**config.mk**
```make
export PLATFORM = sky130hd
export DESIGN_NAME = axi_read_burst_splitter_flat
export DESIGN_NICKNAME = d
export VERILOG_FILES = /design/src/rtl/axi_rd_split_pkg.sv /design/src/rtl/axi_read_if.sv /design/src/rtl/axi_rd_split_checker.sv /design/src/rtl/axi_rd_split_fifo.sv /design/src/rtl/axi_read_burst_splitter.sv /design/src/flat_wrapper.sv
export SDC_FILE = /design/constraint.sdc
export NUM_CORES = 1
export LEC_CHECK = 0
export CAP_MARGIN = 10
export CORE_MARGIN = 10
export CORE_UTILIZATION = 46
export CTS_CLUSTER_DIAMETER = 150
export DETAILED_ROUTE_END_ITERATION = 8
export GPL_TIMING_DRIVEN = 0
export PLACE_DENSITY = 0.84
export RECOVER_POWER = 100
export SLEW_MARGIN = 10
export SYNTH_ARGS = -nofsm -noshare
export SYNTH_HDL_FRONTEND = slang
export SYNTH_SLANG_ARGS = --single-unit
export TNS_END_PERCENT = 30
```
**constraint.sdc**
```tcl
create_clock -name clk -period 4 [get_ports clk]
set_clock_uncertainty 0.05 [all_clocks]
set_input_delay 0.8 -clock clk [delete_from_list [all_inputs] [get_ports clk]]
set_output_delay 0.8 -clock clk [all_outputs]
set_load 0.03 [all_outputs]
```
**src/rtl/axi_rd_split_pkg.sv**
```systemverilog
// Shared types and constants for the AXI4 read burst splitter.
package axi_rd_split_pkg;

  localparam int ID_W = 4;

  typedef logic [31:0]     addr_t;
  typedef logic [31:0]     data_t;
  typedef logic [ID_W-1:0] id_t;

  localparam logic [1:0] BURST_FIXED = 2'b00;
  localparam logic [1:0] BURST_INCR  = 2'b01;
  localparam logic [1:0] BURST_WRAP  = 2'b10;

  localparam logic [1:0] RESP_OKAY   = 2'b00;
  localparam logic [1:0] RESP_SLVERR = 2'b10;
  localparam logic [1:0] RESP_DECERR = 2'b11;

  typedef enum logic {
    IDLE  = 1'b0,
    SPLIT = 1'b1
  } split_state_e;

  // is_final marks the last sub-burst of an upstream burst
  typedef struct packed {
    logic is_final;
  } split_entry_t;

  // Beats in the next sub-burst; WRAP bursts always go out whole
  function automatic logic [8:0] sub_beats(input logic [8:0] rem,
                                           input logic [1:0] burst,
                                           input logic [8:0] max_beats);
    if (burst == BURST_WRAP) begin
      return rem;
    end else if (rem > max_beats) begin
      return max_beats;
    end else begin
      return rem;
    end
  endfunction

endpackage

```
**src/rtl/axi_read_if.sv**
```systemverilog
// AXI4 read-channel bundle (AR + R) with source/destination views.
interface axi_read_if;
  import axi_rd_split_pkg::*;

  id_t        arid;
  addr_t      araddr;
  logic [7:0] arlen;
  logic [2:0] arsize;
  logic [1:0] arburst;
  logic       arvalid;
  logic       arready;
  id_t        rid;
  data_t      rdata;
  logic [1:0] rresp;
  logic       rlast;
  logic       rvalid;
  logic       rready;

  modport src (output arid, araddr, arlen, arsize, arburst, arvalid, rready,
               input  arready, rid, rdata, rresp, rlast, rvalid);
  modport dst (input  arid, araddr, arlen, arsize, arburst, arvalid, rready,
               output arready, rid, rdata, rresp, rlast, rvalid);
endinterface

```
**src/rtl/axi_rd_split_checker.sv**
```systemverilog
// Protocol checks around the splitter's downstream read path.
module axi_rd_split_checker (
  input logic clk,
  input logic rst,
  input logic dn_rvalid,
  input logic fifo_empty
);
  // Read data may only arrive for a sub-burst that has been issued
  a_no_orphan_r: assert property (@(posedge clk) disable iff (rst) dn_rvalid |-> !fifo_empty);
endmodule

```
**src/rtl/axi_rd_split_fifo.sv**
```systemverilog
// Tracking FIFO: one entry per downstream sub-burst in flight, in issue order.
module axi_rd_split_fifo
  import axi_rd_split_pkg::*;
#(
  parameter int DEPTH = 4
) (
  input  logic         clk,
  input  logic         rst,
  input  logic         push,
  input  split_entry_t push_data,
  input  logic         pop,
  output split_entry_t head,
  output logic         full,
  output logic         empty
);
  localparam int PTR_W = (DEPTH > 1) ? $clog2(DEPTH) : 1;
  localparam int CNT_W = $clog2(DEPTH + 1);
  localparam logic [PTR_W-1:0] PTR_LAST = PTR_W'(DEPTH - 1);
  localparam logic [CNT_W-1:0] CNT_FULL = CNT_W'(DEPTH);

  split_entry_t     mem_q [DEPTH];
  split_entry_t     mem_d [DEPTH];
  logic [PTR_W-1:0] wr_ptr_q, wr_ptr_d, rd_ptr_q, rd_ptr_d;
  logic [CNT_W-1:0] cnt_q, cnt_d;
  logic             do_push_s, do_pop_s;

  // Pointers wrap explicitly so non-power-of-two depths work
  function automatic logic [PTR_W-1:0] ptr_inc(input logic [PTR_W-1:0] p);
    if (p == PTR_LAST) begin
      return {PTR_W{1'b0}};
    end else begin
      return p + PTR_W'(1);
    end
  endfunction

  assign full      = (cnt_q == CNT_FULL);
  assign empty     = (cnt_q == {CNT_W{1'b0}});
  assign head      = mem_q[rd_ptr_q];
  assign do_push_s = push && !full;
  assign do_pop_s  = pop && !empty;

  // Next storage, pointer and occupancy values
  always_comb begin
    mem_d    = mem_q;
    wr_ptr_d = wr_ptr_q;
    rd_ptr_d = rd_ptr_q;
    cnt_d    = cnt_q;
    if (do_push_s) begin
      mem_d[wr_ptr_q] = push_data;
      wr_ptr_d        = ptr_inc(wr_ptr_q);
    end else begin
      wr_ptr_d = wr_ptr_q;
    end
    if (do_pop_s) begin
      rd_ptr_d = ptr_inc(rd_ptr_q);
    end else begin
      rd_ptr_d = rd_ptr_q;
    end
    case ({do_push_s, do_pop_s})
      2'b10:   cnt_d = cnt_q + CNT_W'(1);
      2'b01:   cnt_d = cnt_q - CNT_W'(1);
      default: cnt_d = cnt_q;
    endcase
  end

  // FIFO state registers
  always_ff @(posedge clk or posedge rst) begin
    if (rst) begin
      for (int i = 0; i < DEPTH; i++) begin
        mem_q[i] <= split_entry_t'(1'b0);
      end
      wr_ptr_q <= {PTR_W{1'b0}};
      rd_ptr_q <= {PTR_W{1'b0}};
      cnt_q    <= {CNT_W{1'b0}};
    end else begin
      mem_q    <= mem_d;
      wr_ptr_q <= wr_ptr_d;
      rd_ptr_q <= rd_ptr_d;
      cnt_q    <= cnt_d;
    end
  end

endmodule

```
**src/rtl/axi_read_burst_splitter.sv**
```systemverilog
// AXI4 read burst splitter: breaks long INCR/FIXED bursts into sub-bursts of
// at most MAX_BEATS beats and merges the returned data into one upstream burst.
// Optional feature: define AXI_RD_SPLIT_ERR_STICKY_EN to make the first error
// response of an upstream burst sticky for the rest of that burst.
module axi_read_burst_splitter
  import axi_rd_split_pkg::*;
#(
  parameter int MAX_BEATS   = 16,
  parameter int OUTSTANDING = 4
) (
  input logic     clk,
  input logic     rst,
  axi_read_if.dst up,
  axi_read_if.src dn
);
  split_state_e state_q, state_d;
  id_t          id_q, id_d;
  addr_t        addr_q, addr_d;
  logic [2:0]   size_q, size_d;
  logic [1:0]   burst_q, burst_d;
  logic [8:0]   rem_q, rem_d;
  logic [8:0]   sub_s;
  logic         ar_hs_s, push_s, pop_s, full_s, empty_s;
  split_entry_t push_entry_s, head_s;

  assign sub_s   = sub_beats(rem_q, burst_q, 9'(MAX_BEATS));
  assign ar_hs_s = dn.arvalid && dn.arready;

  // AR FSM: capture the upstream request, then walk it out in sub-bursts
  always_comb begin
    state_d = state_q;
    id_d    = id_q;
    addr_d  = addr_q;
    size_d  = size_q;
    burst_d = burst_q;
    rem_d   = rem_q;
    case (state_q)
      IDLE: begin
        if (up.arvalid) begin
          id_d    = up.arid;
          addr_d  = up.araddr;
          size_d  = up.arsize;
          burst_d = up.arburst;
          rem_d   = {1'b0, up.arlen} + 9'd1;
          state_d = SPLIT;
        end else begin
          state_d = IDLE;
        end
      end
      SPLIT: begin
        if (ar_hs_s) begin
          rem_d = rem_q - sub_s;
          case (burst_q)
            BURST_INCR:  addr_d = addr_q + (addr_t'(sub_s) << size_q);
            BURST_FIXED: addr_d = addr_q;
            default:     addr_d = addr_q;
          endcase
          if (rem_q == sub_s) begin
            state_d = IDLE;
          end else begin
            state_d = SPLIT;
          end
        end else begin
          state_d = SPLIT;
        end
      end
      default: state_d = IDLE;
    endcase
  end

  // AR FSM and captured request registers
  always_ff @(posedge clk or posedge rst) begin
    if (rst) begin
      state_q <= IDLE;
      id_q    <= {ID_W{1'b0}};
      addr_q  <= 32'h0000_0000;
      size_q  <= 3'd0;
      burst_q <= BURST_FIXED;
      rem_q   <= 9'd0;
    end else begin
      state_q <= state_d;
      id_q    <= id_d;
      addr_q  <= addr_d;
      size_q  <= size_d;
      burst_q <= burst_d;
      rem_q   <= rem_d;
    end
  end

  assign up.arready = (state_q == IDLE);
  assign dn.arvalid = (state_q == SPLIT) && !full_s;
  assign dn.arid    = id_q;
  assign dn.araddr  = addr_q;
  assign dn.arlen   = 8'(sub_s - 9'd1);
  assign dn.arsize  = size_q;
  assign dn.arburst = burst_q;

  assign push_s                = ar_hs_s;
  assign push_entry_s.is_final = (rem_q == sub_s);
  assign pop_s                 = dn.rvalid && dn.rready && dn.rlast;

  axi_rd_split_fifo #(.DEPTH(OUTSTANDING)) u_fifo (
    .clk       (clk),
    .rst       (rst),
    .push      (push_s),
    .push_data (push_entry_s),
    .pop       (pop_s),
    .head      (head_s),
    .full      (full_s),
    .empty     (empty_s)
  );

  axi_rd_split_checker u_chk (
    .clk        (clk),
    .rst        (rst),
    .dn_rvalid  (dn.rvalid),
    .fifo_empty (empty_s)
  );

  assign up.rvalid = dn.rvalid;
  assign dn.rready = up.rready;
  assign up.rid    = dn.rid;
  assign up.rdata  = dn.rdata;
  assign up.rlast  = dn.rlast && head_s.is_final;

`ifdef AXI_RD_SPLIT_ERR_STICKY_EN
  logic [1:0] err_q, err_d;

  // Hold the first error of the upstream burst until its last beat
  always_comb begin
    err_d = err_q;
    if (up.rvalid && up.rready && up.rlast) begin
      err_d = RESP_OKAY;
    end else if (dn.rvalid && dn.rready && (err_q == RESP_OKAY)) begin
      err_d = dn.rresp;
    end else begin
      err_d = err_q;
    end
  end

  // Sticky error register
  always_ff @(posedge clk or posedge rst) begin
    if (rst) begin
      err_q <= RESP_OKAY;
    end else begin
      err_q <= err_d;
    end
  end

  assign up.rresp = (err_q != RESP_OKAY) ? err_q : dn.rresp;
`else
  assign up.rresp = dn.rresp;
`endif

endmodule

```
**src/flat_wrapper.sv**
```systemverilog
// flat-port wrapper written by rule: the top's interface ports become plain ports
module axi_read_burst_splitter_flat import axi_rd_split_pkg::*;
#(
  parameter int MAX_BEATS   = 16,
  parameter int OUTSTANDING = 4
)
  (clk, rst, up_arid, up_araddr, up_arlen, up_arsize, up_arburst, up_arvalid, up_rready, up_arready, up_rid, up_rdata, up_rresp, up_rlast, up_rvalid, dn_arid, dn_araddr, dn_arlen, dn_arsize, dn_arburst, dn_arvalid, dn_rready, dn_arready, dn_rid, dn_rdata, dn_rresp, dn_rlast, dn_rvalid);
  axi_read_if up_i ();
  axi_read_if dn_i ();
  input logic clk;
  input logic rst;
  input wire logic [$bits(up_i.arid)-1:0] up_arid;
  input wire logic [$bits(up_i.araddr)-1:0] up_araddr;
  input wire logic [$bits(up_i.arlen)-1:0] up_arlen;
  input wire logic [$bits(up_i.arsize)-1:0] up_arsize;
  input wire logic [$bits(up_i.arburst)-1:0] up_arburst;
  input wire logic [$bits(up_i.arvalid)-1:0] up_arvalid;
  input wire logic [$bits(up_i.rready)-1:0] up_rready;
  output wire logic [$bits(up_i.arready)-1:0] up_arready;
  output wire logic [$bits(up_i.rid)-1:0] up_rid;
  output wire logic [$bits(up_i.rdata)-1:0] up_rdata;
  output wire logic [$bits(up_i.rresp)-1:0] up_rresp;
  output wire logic [$bits(up_i.rlast)-1:0] up_rlast;
  output wire logic [$bits(up_i.rvalid)-1:0] up_rvalid;
  output wire logic [$bits(dn_i.arid)-1:0] dn_arid;
  output wire logic [$bits(dn_i.araddr)-1:0] dn_araddr;
  output wire logic [$bits(dn_i.arlen)-1:0] dn_arlen;
  output wire logic [$bits(dn_i.arsize)-1:0] dn_arsize;
  output wire logic [$bits(dn_i.arburst)-1:0] dn_arburst;
  output wire logic [$bits(dn_i.arvalid)-1:0] dn_arvalid;
  output wire logic [$bits(dn_i.rready)-1:0] dn_rready;
  input wire logic [$bits(dn_i.arready)-1:0] dn_arready;
  input wire logic [$bits(dn_i.rid)-1:0] dn_rid;
  input wire logic [$bits(dn_i.rdata)-1:0] dn_rdata;
  input wire logic [$bits(dn_i.rresp)-1:0] dn_rresp;
  input wire logic [$bits(dn_i.rlast)-1:0] dn_rlast;
  input wire logic [$bits(dn_i.rvalid)-1:0] dn_rvalid;
  assign up_i.arid = up_arid;
  assign up_i.araddr = up_araddr;
  assign up_i.arlen = up_arlen;
  assign up_i.arsize = up_arsize;
  assign up_i.arburst = up_arburst;
  assign up_i.arvalid = up_arvalid;
  assign up_i.rready = up_rready;
  assign up_arready = up_i.arready;
  assign up_rid = up_i.rid;
  assign up_rdata = up_i.rdata;
  assign up_rresp = up_i.rresp;
  assign up_rlast = up_i.rlast;
  assign up_rvalid = up_i.rvalid;
  assign dn_arid = dn_i.arid;
  assign dn_araddr = dn_i.araddr;
  assign dn_arlen = dn_i.arlen;
  assign dn_arsize = dn_i.arsize;
  assign dn_arburst = dn_i.arburst;
  assign dn_arvalid = dn_i.arvalid;
  assign dn_rready = dn_i.rready;
  assign dn_i.arready = dn_arready;
  assign dn_i.rid = dn_rid;
  assign dn_i.rdata = dn_rdata;
  assign dn_i.rresp = dn_rresp;
  assign dn_i.rlast = dn_rlast;
  assign dn_i.rvalid = dn_rvalid;
  axi_read_burst_splitter #(.MAX_BEATS(MAX_BEATS), .OUTSTANDING(OUTSTANDING)) u_core (.clk(clk), .rst(rst), .up(up_i), .dn(dn_i));
endmodule
```
==> results.md <==
Timing:
- Summed over all failing endpoints, the final setup total negative slack is 0 ns.
- The minimum clock period after layout is 3.84 ns.
- For the pin with the worst max-slew slack, the measured transition is 1.63 ns.
- The final number of hold-violating endpoints is 0.
- Headroom to the max-slew limit came out at -8.70%.
- Setup slack closes at 0.165 ns.
- Setup violations remaining at the end of the flow were counted as 0.
- The final-report max-slew violation count is 63.
- The ratio of final minimum period to clock period is 95.9%.
- The upper clock frequency limit is 261 MHz.
- The worst hold margin is 0.420 ns.

Placement:
- The final weighted congestion of routability-driven global placement is ~0.96.
- In this run the tool buffered the top-level ports with between 100 and 150 buffer cells.
- The pre-CTS setup slack is -0.0593 ns.
- The half-perimeter wire length after placement is about 13 mm.
- The instance count after placement with tap cells included is 948.

Clocking:
- After clock tree synthesis, the flow added hold-fix buffers numbering 0.
- The clock insertion delay at the later pin of the skew report is 0.33 ns.
- The clock slew seen by the registers of the worst setup and hold paths is about 0.060 ns.
- Counting along the longest clock path gives a buffer depth of 2.
- The number of buffers added by the clock tree synthesis step is 9.
- The cell sitting at the root of the clock tree is a sky130_fd_sc_hd__clkbuf_16.
- The H-tree was split into 3 levels.
- The tree built by TritonCTS fans out to 62 sinks.
- TritonCTS built the clock tree.

Detailed routing:
- The total length of routed wires is 17.3 mm.
- For this block, the initial DRC count from the detailed router was 546.
- The pre-antenna-repair detailed-routing pass consisted of 5 iterations.
- The via count normalized by instance count is 5.64.
- The number of nets still failing antenna checks after routing is 0.
- The DRC violations left is 0.
- The routed length per placed instance is 17.9 um.
- The number of vias in the routed layout is 5434.

Logic synthesis:
- The average footprint of a synthesized cell is approximately 8 sq um.
- The synthesized design contains 0 enable-type register cells.
- The most common cell in the synthesized netlist is sky130_fd_sc_hd__nand2_1.
- Yosys mapped the design onto 73 distinct sky130hd cell types.
- The count of warnings emitted by yosys is 0.
- The cell count after synthesis came out at roughly 660.
- The dominant register cell in the synthesized netlist is sky130_fd_sc_hd__dfrtp_1.
- The count of state elements after synthesis is 62.
- Yosys attributes the largest share of cell area to sky130_fd_sc_hd__dfrtp_1 29%, sky130_fd_sc_hd__ha_1 7.6%, sky130_fd_sc_hd__nand2_1 6.6%, sky130_fd_sc_hd__buf_4 5.7%, sky130_fd_sc_hd__a21oi_1 5.4%.
- The biggest area contributor in the post-synthesis netlist is sky130_fd_sc_hd__dfrtp_1.
- Ranked by instance count, the synthesized netlist is headed by 93 x sky130_fd_sc_hd__nand2_1, 62 x sky130_fd_sc_hd__dfrtp_1, 57 x sky130_fd_sc_hd__a21oi_1, 57 x sky130_fd_sc_hd__nor2_1, 46 x sky130_fd_sc_hd__o21ai_0.
- The sequential area share after synthesis is roughly 29%.
- The synthesized netlist occupies a cell area of 5270 sq um.
- The share of synthesized registers carrying an async set or reset is 100%.
- The share of the synthesized area in the top cell type is around 30%.
- The synthesized netlist net count is 786.

Floorplanning:
- Row generation in the floorplan step produced 39 rows.
- The die covers approximately 16000 sq um.
- The die height is 127 um.
- During I/O placement, the number of pins put on the boundary was 186.
- The die is 127 um wide.
- The effective utilization at floorplan is 46.5%.
- The core region area is 11300 sq um.

Critical path:
- STA classifies the critical path endpoint as a register.
- Traced cell by cell, the critical path runs through nor4_4 -> a21o_1 -> clkbuf_4 -> nand3_1 -> o21ai_1 -> nand2_1 -> o21ai_0 -> ha_1 -> buf_6 -> a211oi_4 -> o21bai_1 -> a211o_4 -> o211ai_4 -> nor2_2 -> a311oi_1 -> nor2_1.
- On the worst path, the slowest cell contributes a delay of between 0.4 and 0.5 ns.
- The startpoint-to-endpoint class of the critical path is reg2reg.
- The largest individual stage delay along the critical path comes from the cell sky130_fd_sc_hd__dfrtp_2.
- The kind of launch point of the worst setup path is a register.
- Along the worst path, the maximum fanout reaches 10.
- STA puts the critical path data arrival time at 4.00 ns.
- For the worst setup path, the data required time is around 4.2 ns.

Cells and area:
- 0 antenna diodes ended up in the layout.
- The net count reported at finish is about 950.
- Fill cells in the final layout number 966.
- The layout overhead on the synthesized area is 38.9%.
- The post-route netlist has 12.3% of its cells at a drive strength greater than 1.
- The finished layout holds 964 standard cells, fillers aside.

Global route:
- The global routing stage identified its most utilized layer as met2.
- The global routing met1 resource utilization is approximately 26%.
- After global routing the overflow that remains totals 0.
- The first-pass GRT wire length is 27.1 mm.
- Global routing consumed, on the met2 layer, 32.1% of the routing resources.
- The largest net degree at the start of global routing is 63.
- The overall global routing resource usage is 20.2%.
- The initial antenna violation count is 0.
- The via count of the first global-routing pass is between 5000 and 6000.
- The routing usage on met3 is 6.16%.

Power and ir drop:
- The power per cell area is 817 nW/um^2.
- The worst ir drop on vdd is 507 uV.
- Total power for the finished layout comes to 5.97 mW.
- The leakage power is 3.20 nW.

Status:
- The flow ran to the end, but the final reports show violations.
- The final reports fail on capacitance limit, slew limit.

Job:
- The tool flagged a number of max-cap violations equal to 1.

Hold path:
- The worst hold path belongs to the class reg2reg.
## worst max-delay path, delay by kind of cell, from the launching register on
family	cells	cell delay, ns
compound gates	8	1.79
buf+inv	2	0.37
flops	1	0.48
simple gates	5	0.71
fa+ha+maj	1	0.29
## cell families after synthesis
logic type / share of synthesized area [%]
AO/OA/AOI/OAI: 21.7
XOR/XNOR: 4.49
adder cells (fa/ha/maj): 8.75
buffers and inverters: 9.60
flip-flops: 29.5
multiplexers: 4.75
AND/OR/NAND/NOR: 21.3
## sequential cells by signal (all words and copies together) (netlist names), 3 cells and up
register,cells
u_core.dn.araddr,32
u_core.dn.arid,4
u_core.dn.arsize,3
u_core.rem_q,9
u_core.u_fifo.cnt_q,3
u_core.u_fifo.mem_q,4
## stage by stage
| step | utilization, % | area [sq um] |
|---|---|---|
| 2_1_floorplan | - | 5270 |
| 3_3_place_gp | 61.1 | 6920 |
| 4_1_cts | 64.2 | 7270 |
| 5_1_grt | 64.6 | 7310 |
| 3_5_place_dp | 61.4 | 6950 |
| 6_report | 64.6 | 7310 |
## power breakdown
part / internal, mW / total [mW] / switching, mW / leakage (nW)
Clock: 0.551 / 0.848 / 0.297 / 0.155
Combinational: 1.59 / 3.91 / 2.32 / 2.31
Sequential: 0.892 / 1.21 / 0.323 / 0.741
Total: 3.04 / 5.97 / 2.94 / 3.20
## layout make-up
cell class,instances,area [sq um],share of cell area (%)
clock buffers,14,284,3.88
clock inverters,2,37.5,0.513
inverters,22,83.8,1.15
plain buffers,68,424,5.80
repair buffers,149,1480,20.3
well taps,143,179,2.45
flip-flops and latches,62,1560,21.3
multi-input cells,504,3270,44.7
## path summary, 6_finish.rpt
check	from	slack (ns)	to	cells after the start
max	u_core.rem_q[5]	0.16	u_core.dn.araddr[25]	16
max in group asynchronous	rst	1.35	u_core.rem_q[1]	3
min in group asynchronous	rst	1.45	u_core.dn.araddr[28]	3
max reg2reg	u_core.rem_q[5]	0.16	u_core.dn.araddr[25]	16
min	u_core.dn.arid[3]	0.42	u_core.dn.arid[3]	2
min reg2reg	u_core.dn.arid[3]	0.42	u_core.dn.arid[3]	2
## placed cells by master, fill, tap and decap left out, types with 10 or more instances in the layout
master and n:
sky130_fd_sc_hd__clkdlybuf4s50_1 63, sky130_fd_sc_hd__buf_4 41, sky130_fd_sc_hd__xor2_1 14, sky130_fd_sc_hd__nand3_1 22, sky130_fd_sc_hd__o21ai_0 44, sky130_fd_sc_hd__nor2_1 57, sky130_fd_sc_hd__nor3_1 10, sky130_fd_sc_hd__clkbuf_1 20
sky130_fd_sc_hd__mux2i_1 16, sky130_fd_sc_hd__xnor2_1 13, sky130_fd_sc_hd__ha_1 32, sky130_fd_sc_hd__nand2_1 93, sky130_fd_sc_hd__dfrtp_1 59, sky130_fd_sc_hd__a21oi_1 57, sky130_fd_sc_hd__dlygate4sd3_1 82, sky130_fd_sc_hd__inv_1 20
sky130_fd_sc_hd__o22ai_1 10
## timing repair
action	CTS	global route
setup buffers	0	1
pin swaps	0	2
setup endpoints to repair	9	20
gates resized for setup	4	18
## routing by layer
layer	share of wire, %	wire (um)
met1	42	7220
met5	0	0
met2	47	8080
met3	9.9	1710
met4	1.6	272
No activity file was read; power rests on OpenSTA's default activity.
